--- config.mk ---
export PLATFORM = sky130hd
export DESIGN_NAME = mos6502s_interrupt_sequencer_flat
export DESIGN_NICKNAME = d
export VERILOG_FILES = /design/src/rtl/mos6502s_interrupt_sequencer_if.sv /design/src/rtl/mos6502s_interrupt_sequencer.sv /design/src/flat_wrapper.sv
export SDC_FILE = /design/constraint.sdc
export NUM_CORES = 1
export LEC_CHECK = 0
export CAP_MARGIN = 20
export CORE_ASPECT_RATIO = 0.6
export CORE_MARGIN = 3
export CORE_UTILIZATION = 41
export CTS_CLUSTER_SIZE = 25
export DETAILED_ROUTE_END_ITERATION = 7
export GPL_ROUTABILITY_DRIVEN = 0
export GPL_TIMING_DRIVEN = 0
export PLACE_DENSITY_LB_ADDON = 0.08
export REMOVE_ABC_BUFFERS = 1
export SKIP_LAST_GASP = 1
export SLEW_MARGIN = 20
export SYNTH_ARGS = -nofsm -noshare
export SYNTH_HDL_FRONTEND = slang
export SYNTH_SLANG_ARGS = --single-unit
--- constraint.sdc ---
create_clock -name clk -period 1.9 [get_ports clk]
set_input_delay 0.19 -clock clk [delete_from_list [all_inputs] [get_ports clk]]
set_output_delay 0.19 -clock clk [all_outputs]
set_load 0.01 [all_outputs]
--- src/rtl/mos6502s_interrupt_sequencer_if.sv ---
// Interface bundling the sequencer's core, memory-bus and PC-load signals.
// master = the sequencer itself; slave = core / bus mux / PC block side.
interface mos6502s_interrupt_sequencer_if;
    logic        rdy;
    logic        instr_bnd;
    logic        brk_req;
    logic        nmi_n;
    logic        irq_n;
    logic        i_flag;
    logic [15:0] pc_in;
    logic [7:0]  p_in;
    logic [7:0]  sp_in;
    logic [7:0]  mem_rdata;
    logic        busy;
    logic [15:0] mem_addr;
    logic [7:0]  mem_wdata;
    logic        mem_we;
    logic        sp_dec;
    logic        set_i;
    logic        pc_load;
    logic [15:0] pc_addr;
    logic        done;

    modport master (
        input  rdy, instr_bnd, brk_req, nmi_n, irq_n, i_flag, pc_in, p_in, sp_in, mem_rdata,
        output busy, mem_addr, mem_wdata, mem_we, sp_dec, set_i, pc_load, pc_addr, done
    );

    modport slave (
        output rdy, instr_bnd, brk_req, nmi_n, irq_n, i_flag, pc_in, p_in, sp_in, mem_rdata,
        input  busy, mem_addr, mem_wdata, mem_we, sp_dec, set_i, pc_load, pc_addr, done
    );
endinterface

--- src/rtl/mos6502s_interrupt_sequencer.sv ---
// Reset/NMI/IRQ/BRK entry sequencer: pushes PCH, PCL, P to the stack page, fetches the
// vector and issues a one-cycle PC load.
module mos6502s_interrupt_sequencer #(
    parameter logic [15:0] NMI_VEC    = 16'hFFFA,
    parameter logic [15:0] RESET_VEC  = 16'hFFFC,
    parameter logic [15:0] IRQ_VEC    = 16'hFFFE,
    parameter logic [7:0]  STACK_PAGE = 8'h01
) (
    input logic                           clk,
    input logic                           rst,
    mos6502s_interrupt_sequencer_if.master bus
);

    typedef enum logic [2:0] {
        StIdle,
        StPushH,
        StPushL,
        StPushP,
        StVecLo,
        StVecHi,
        StLoad
    } state_e;

    typedef enum logic [1:0] {
        SrcReset,
        SrcNmi,
        SrcIrq,
        SrcBrk
    } src_e;

    state_e      state_q, state_d;
    src_e        src_q, src_d;
    logic [15:0] pc_q, pc_d;
    logic [15:0] vec_q, vec_d;
    logic [7:0]  lo_q, lo_d;
    logic        nmi_n_q;
    logic        nmi_pend_q, nmi_pend_d;

    logic        nmi_fall;
    logic        nmi_clr;
    logic [15:0] vec_sel;
    logic        push_we;
    logic [7:0]  p_push;
    logic [15:0] stack_addr;

    // An IRQ/BRK already in flight is redirected to the NMI vector if an NMI is pending.
    always_comb begin
        if (src_q == SrcNmi) begin
            vec_sel = NMI_VEC;
        end else if ((src_q == SrcIrq || src_q == SrcBrk) && nmi_pend_q) begin
            vec_sel = NMI_VEC;
        end else if (src_q == SrcReset) begin
            vec_sel = RESET_VEC;
        end else begin
            vec_sel = IRQ_VEC;
        end
    end

    assign nmi_fall   = nmi_n_q & ~bus.nmi_n;
    assign nmi_clr    = bus.rdy && (state_q == StPushP) && (vec_sel == NMI_VEC);
    // A fresh edge in the clear cycle wins, so that NMI is not lost.
    assign nmi_pend_d = nmi_fall | (nmi_pend_q & ~nmi_clr);

    // Reset walks the push states as dummy cycles: SP still drops by three, nothing is written.
    assign push_we    = (src_q != SrcReset);
    assign p_push     = {bus.p_in[7:6], 1'b1, (src_q == SrcBrk), bus.p_in[3:0]};
    assign stack_addr = {STACK_PAGE, bus.sp_in};

    always_ff @(posedge clk or posedge rst) begin
        if (rst) begin
            state_q    <= StPushH;
            src_q      <= SrcReset;
            pc_q       <= 16'h0000;
            vec_q      <= 16'h0000;
            lo_q       <= 8'h00;
            nmi_n_q    <= 1'b1;
            nmi_pend_q <= 1'b0;
        end else begin
            state_q    <= state_d;
            src_q      <= src_d;
            pc_q       <= pc_d;
            vec_q      <= vec_d;
            lo_q       <= lo_d;
            nmi_n_q    <= bus.nmi_n;
            nmi_pend_q <= nmi_pend_d;
        end
    end

    always_comb begin
        state_d       = state_q;
        src_d         = src_q;
        pc_d          = pc_q;
        vec_d         = vec_q;
        lo_d          = lo_q;
        bus.busy      = (state_q != StIdle);
        bus.mem_addr  = 16'h0000;
        bus.mem_wdata = 8'h00;
        bus.mem_we    = 1'b0;
        bus.sp_dec    = 1'b0;
        bus.set_i     = 1'b0;
        bus.pc_load   = 1'b0;
        bus.pc_addr   = 16'h0000;
        bus.done      = 1'b0;

        unique case (state_q)
            StIdle: begin
                if (bus.instr_bnd && bus.rdy) begin
                    if (nmi_pend_q) begin
                        src_d   = SrcNmi;
                        pc_d    = bus.pc_in;
                        state_d = StPushH;
                    end else if (!bus.irq_n && !bus.i_flag) begin
                        src_d   = SrcIrq;
                        pc_d    = bus.pc_in;
                        state_d = StPushH;
                    end else if (bus.brk_req) begin
                        src_d   = SrcBrk;
                        pc_d    = bus.pc_in;
                        state_d = StPushH;
                    end
                end
            end
            StPushH: begin
                bus.mem_addr  = stack_addr;
                bus.sp_dec    = 1'b1;
                bus.mem_we    = push_we;
                bus.mem_wdata = push_we ? pc_q[15:8] : 8'h00;
                if (bus.rdy) state_d = StPushL;
            end
            StPushL: begin
                bus.mem_addr  = stack_addr;
                bus.sp_dec    = 1'b1;
                bus.mem_we    = push_we;
                bus.mem_wdata = push_we ? pc_q[7:0] : 8'h00;
                if (bus.rdy) state_d = StPushP;
            end
            StPushP: begin
                bus.mem_addr  = stack_addr;
                bus.sp_dec    = 1'b1;
                bus.mem_we    = push_we;
                bus.mem_wdata = push_we ? p_push : 8'h00;
                if (bus.rdy) begin
                    vec_d   = vec_sel;
                    state_d = StVecLo;
                end
            end
            StVecLo: begin
                bus.mem_addr = vec_q;
                bus.set_i    = 1'b1;
                if (bus.rdy) state_d = StVecHi;
            end
            StVecHi: begin
                bus.mem_addr = vec_q + 16'd1;
                if (bus.rdy) begin
                    lo_d    = bus.mem_rdata;
                    state_d = StLoad;
                end
            end
            StLoad: begin
                bus.pc_load = 1'b1;
                bus.done    = 1'b1;
                bus.pc_addr = {bus.mem_rdata, lo_q};
                if (bus.rdy) state_d = StIdle;
            end
            default: state_d = StIdle;
        endcase

        // While rst is held, only busy is visible so no partial push or load escapes.
        if (rst) begin
            bus.busy      = 1'b1;
            bus.mem_addr  = 16'h0000;
            bus.mem_wdata = 8'h00;
            bus.mem_we    = 1'b0;
            bus.sp_dec    = 1'b0;
            bus.set_i     = 1'b0;
            bus.pc_load   = 1'b0;
            bus.pc_addr   = 16'h0000;
            bus.done      = 1'b0;
        end
    end

endmodule

--- src/flat_wrapper.sv ---
// flat-port wrapper written by rule: the top's interface ports become plain ports
module mos6502s_interrupt_sequencer_flat 
#(
    parameter logic [15:0] NMI_VEC    = 16'hFFFA,
    parameter logic [15:0] RESET_VEC  = 16'hFFFC,
    parameter logic [15:0] IRQ_VEC    = 16'hFFFE,
    parameter logic [7:0]  STACK_PAGE = 8'h01
)
  (clk, rst, bus_rdy, bus_instr_bnd, bus_brk_req, bus_nmi_n, bus_irq_n, bus_i_flag, bus_pc_in, bus_p_in, bus_sp_in, bus_mem_rdata, bus_busy, bus_mem_addr, bus_mem_wdata, bus_mem_we, bus_sp_dec, bus_set_i, bus_pc_load, bus_pc_addr, bus_done);
  mos6502s_interrupt_sequencer_if bus_i ();
  input logic clk;
  input logic rst;
  input wire logic [$bits(bus_i.rdy)-1:0] bus_rdy;
  input wire logic [$bits(bus_i.instr_bnd)-1:0] bus_instr_bnd;
  input wire logic [$bits(bus_i.brk_req)-1:0] bus_brk_req;
  input wire logic [$bits(bus_i.nmi_n)-1:0] bus_nmi_n;
  input wire logic [$bits(bus_i.irq_n)-1:0] bus_irq_n;
  input wire logic [$bits(bus_i.i_flag)-1:0] bus_i_flag;
  input wire logic [$bits(bus_i.pc_in)-1:0] bus_pc_in;
  input wire logic [$bits(bus_i.p_in)-1:0] bus_p_in;
  input wire logic [$bits(bus_i.sp_in)-1:0] bus_sp_in;
  input wire logic [$bits(bus_i.mem_rdata)-1:0] bus_mem_rdata;
  output wire logic [$bits(bus_i.busy)-1:0] bus_busy;
  output wire logic [$bits(bus_i.mem_addr)-1:0] bus_mem_addr;
  output wire logic [$bits(bus_i.mem_wdata)-1:0] bus_mem_wdata;
  output wire logic [$bits(bus_i.mem_we)-1:0] bus_mem_we;
  output wire logic [$bits(bus_i.sp_dec)-1:0] bus_sp_dec;
  output wire logic [$bits(bus_i.set_i)-1:0] bus_set_i;
  output wire logic [$bits(bus_i.pc_load)-1:0] bus_pc_load;
  output wire logic [$bits(bus_i.pc_addr)-1:0] bus_pc_addr;
  output wire logic [$bits(bus_i.done)-1:0] bus_done;
  assign bus_i.rdy = bus_rdy;
  assign bus_i.instr_bnd = bus_instr_bnd;
  assign bus_i.brk_req = bus_brk_req;
  assign bus_i.nmi_n = bus_nmi_n;
  assign bus_i.irq_n = bus_irq_n;
  assign bus_i.i_flag = bus_i_flag;
  assign bus_i.pc_in = bus_pc_in;
  assign bus_i.p_in = bus_p_in;
  assign bus_i.sp_in = bus_sp_in;
  assign bus_i.mem_rdata = bus_mem_rdata;
  assign bus_busy = bus_i.busy;
  assign bus_mem_addr = bus_i.mem_addr;
  assign bus_mem_wdata = bus_i.mem_wdata;
  assign bus_mem_we = bus_i.mem_we;
  assign bus_sp_dec = bus_i.sp_dec;
  assign bus_set_i = bus_i.set_i;
  assign bus_pc_load = bus_i.pc_load;
  assign bus_pc_addr = bus_i.pc_addr;
  assign bus_done = bus_i.done;
  mos6502s_interrupt_sequencer #(.NMI_VEC(NMI_VEC), .RESET_VEC(RESET_VEC), .IRQ_VEC(IRQ_VEC), .STACK_PAGE(STACK_PAGE)) u_core (.clk(clk), .rst(rst), .bus(bus_i));
endmodule
==> flow_metrics.py <==
metrics = {
    "power_and_ir_drop": {
        "leakage_nw": 1.60,
        "seqPwrFrac_pct": 29.2,
        "power.density_mw_per_mm2": 1400,
        "switchingPower_mw": 1.72,
        "p_int_mw": 2.94,
        "vdd_drop_max_uv": 820,
        "switching_share_pct": 36.9,
        "clkPwrFrac_pct": 12.1,
        "p_comb_share_pct": 58.7,
        "power.total_mw": 4.66,
    },
    "finish": {
        "layout_commonest_cell": "clkdlybuf4s50_1",
        "stdcell_area_sq_mm": 0.00332,
        "diodes": 0,
        "fill_cells": 305,
        "drive_gt1_share_pct": 48.4,
        "layout.nets": 355,
        "area_growth_pct": 71.6,
        "layout_common_cells": "clkdlybuf4s50_1 (44), buf_4 (33), dfrtp_1 (30), mux2_2 (22), nand2_1 (15)",
    },
    "die": {
        "die_y_microns": 59.2,
        "fp.dieArea_sq_mm": 0.00560,
        "rows": 18,
        "die_w_microns": 94.6,
        "ioPinCount": 94,
        "core_area_sq_mm": 0.00432,
        "initial_utilization_pct": 44.7,
    },
    "worst_setup_path": {
        "slowest_delay_ns": 0.65,
        "r2r_setup_slack_ns": -0.05,
        "critPathMaxFanout": 7,
        "cp_num_cells": 5,
        "end_kind": "output port",
        "cp_top_family": "flip-flops",
        "crit_path_start_kind": "flop",
        "crit_start": "u_core.state_q[0]$_DFFE_PP1P_",
        "crit_slowest_cell": "dfstp_4",
        "cp_cell_sequence": "nor2_4 -> or4_4 -> buf_6 -> o21ai_2 -> buf_2",
        "cp-endpoint": "bus_mem_wdata[4]",
        "worstPathArrival_ns": 1.95,
        "r2r_start": "u_core.state_q[0]$_DFFE_PP1P_",
        "path_buf_inv": 2,
        "reg2reg_to": "u_core.pc_q[13]$_DFFE_PP0P_",
        "crit_type": "reg2out",
        "required_ns": 1.71,
        "ff2ff_path_depth": 6,
    },
    "cts": {
        "clkLatencyLatePin_ns": 0.29,
        "clock_path_buffers": 2,
        "cts_buffers": 5,
        "cts.sinks": 34,
        "cts.hold.buffers_added": 0,
        "cts_tree": "done",
        "path_clk_slew_ns": 0.07,
        "clockRootBuffer": "clkbuf_8",
        "htreeDepth": 2,
    },
    "sta": {
        "fin_hold_ws_ns": 0.308,
        "min_period_ns": 2.14,
        "setup-tns-final_ns": -3.20,
        "skew_ns": 0.00426,
        "hold_viol": 0,
        "fin_crit_sh_pct": 113,
        "setup_viol": 50,
        "fin_ws_ns": -0.243,
        "maxSlewViolCount": 0,
        "fmax_ghz": 0.467,
        "rsz0062_at_grt": "true",
        "max-slew-margin-rel_pct": 52.2,
        "worstMarginPinSlew_ns": 0.716,
    },
    "place": {
        "postPlaceCellArea_sq_mm": 0.00281,
        "io_buffers": 91,
        "preCtsSetupSlack_ns": -1.01,
        "hpwl_mm": 3.67,
    },
    "routing": {
        "vias": 1900,
        "routedWlPerCell_microns": 17.8,
        "drt_pre_antenna_iters": 4,
        "routed_wirelength_mm": 6.55,
        "drcViolationCount": 0,
        "vias_per_cell": 5.16,
        "final_antenna_net_count": 0,
        "initialDrtViolationCount": 85,
    },
    "grt": {
        "grt_pass1_vias": 1676,
        "gr-usage-all-layers_pct": 20.9,
        "grt_pass1_wl_mm": 8.83,
        "grt_max_degree": 35,
        "antenna_found_initial": 0,
        "gr-total-overflow": 0,
    },
    "status": {
        "outcome": "complete, but fails checks",
        "violations": "setup timing",
    },
    "worst_hold_path": {
        "min_path_type": "in2async",
    },
    "synth": {
        "ys_warn_count": 0,
        "syn_area_per_cell_sq_um": 10.6,
        "yosys_register_bits": 34,
        "syn-instance-count": 182,
        "ys_types": 34,
        "yosysSeqAreaShare_pct": 44.1,
        "syn_area_sq_mm": 0.00193,
    },
    "flow_run": {
        "maxCapViolations": 0,
    },
}
## registers in the layout (all words and copies together) (netlist names)
name / cells
u_core.lo_q: 8
u_core.nmi_n_q: 1
u_core.nmi_pend_q: 1
u_core.pc_q: 16
u_core.src_q: 2
u_core.state_q: 3
u_core.vec_q: 3
## worst register-to-register path: stages (launching register included)
cell and delay [ns]:
dfstp_4 0.49, buf_12 0.15, buf_12 0.13, nor4b_4 0.33, o311ai_4 0.23, clkbuf_16 0.23
mux2_4 0.30
## layer usage
metal  share of wire [%]  up-vias  global-route usage, %
met4                 1.0        0                   4.31
met3                 9.2        7                   5.08
met1                  46      929                   31.9
met5                   0        -                      0
li1                    -      882                      -
met2                  43       82                   30.0
## logic make-up after synthesis
logic type	Yosys count	synth area share, %
AO/OA/AOI/OAI	32	11.2
multiplexers	32	20.6
buffers and inverters	22	6.54
flip-flops	34	44.1
AND/OR/NAND/NOR	62	17.5
## power by group through the flow
| stage | logic (mW) | registers (mW) | clock network, mW |
|---|---|---|---|
| after floorplan | 1.07 | 1.34 | 0 |
| after global placement | 1.70 | 1.43 | 0 |
| after detailed placement | 1.73 | 1.45 | 0 |
| after CTS | 2.17 | 1.32 | 0.569 |
| after global routing | 2.93 | 1.41 | 0.601 |
| final | 2.74 | 1.36 | 0.562 |
## how the worst min path moves through the flow
stage,end,slack [ns],cells after the start
3_3_place_gp,u_core.vec_q[1]$_DFFE_PP0P_,0.47,2
2_1_floorplan,u_core.nmi_n_q$_DFF_PP1_,0.19,0
6_report,u_core.state_q[1]$_DFFE_PP0P_,0.31,2
5_1_grt,u_core.nmi_n_q$_DFF_PP1_,0.35,1
4_1_cts,u_core.pc_q[5]$_DFFE_PP0P_,0.30,2
3_5_place_dp,u_core.lo_q[4]$_DFFE_PP0P_,0.49,1
## through the flow
step	cells	utilization, %
after floorplan	164	-
after global placement	315	64.9
after detailed placement	315	64.9
after CTS	344	71.8
after global routing	368	76.7
final	368	76.7
## repair_timing
action / CTS / global route
pin swaps: 9 / 14
endpoints found under the hold margin: 0 / 0
gates resized for setup: 109 / 75
gates cloned: 3 / 2
buffers inserted: 18 / 22
setup endpoints to repair: 72 / 59
## cell type report
class	count	area [sq um]	area share, %
Tap cell	60	75.1	2.26
Timing Repair Buffer	133	1180	35.6
Clock inverter	1	5.00	0.151
Sequential cell	34	862	26.0
Inverter	4	15.0	0.453
Multi-Input combinational cell	129	1090	32.9
Clock buffer	7	86.3	2.60
## cell usage after synthesis
library cell	number	share of area (%)
a2111oi_0	1	0.45
a21oi_1	10	2.6
a22oi_1	8	3.1
a2bb2oi_1	1	0.45
and2_1	16	5.2
and2b_1	1	0.39
and3b_1	1	0.45
and4_1	1	0.45
buf_2	5	1.3
buf_4	8	3.1
buf_6	1	0.58
clkbuf_1	4	0.78
dfrtp_1	32	41
dfstp_2	2	2.7
inv_1	4	0.78
mux2_2	22	13
mux2_4	10	7.8
nand2_1	16	3.1
nand2b_1	2	0.65
nand3_1	1	0.26
nand4b_1	1	0.45
nor2_1	13	2.5
nor2_2	1	0.32
nor2b_1	2	0.65
nor3_1	3	0.78
nor3b_1	1	0.39
nor4b_4	1	1.2
o21ai_0	8	2.1
o21ai_1	1	0.26
o21ba_2	1	0.52
o311ai_4	1	1.4
o31ai_1	1	0.39
or2_2	1	0.32
or4_1	1	0.39
Power figures use the tool's default switching activity.
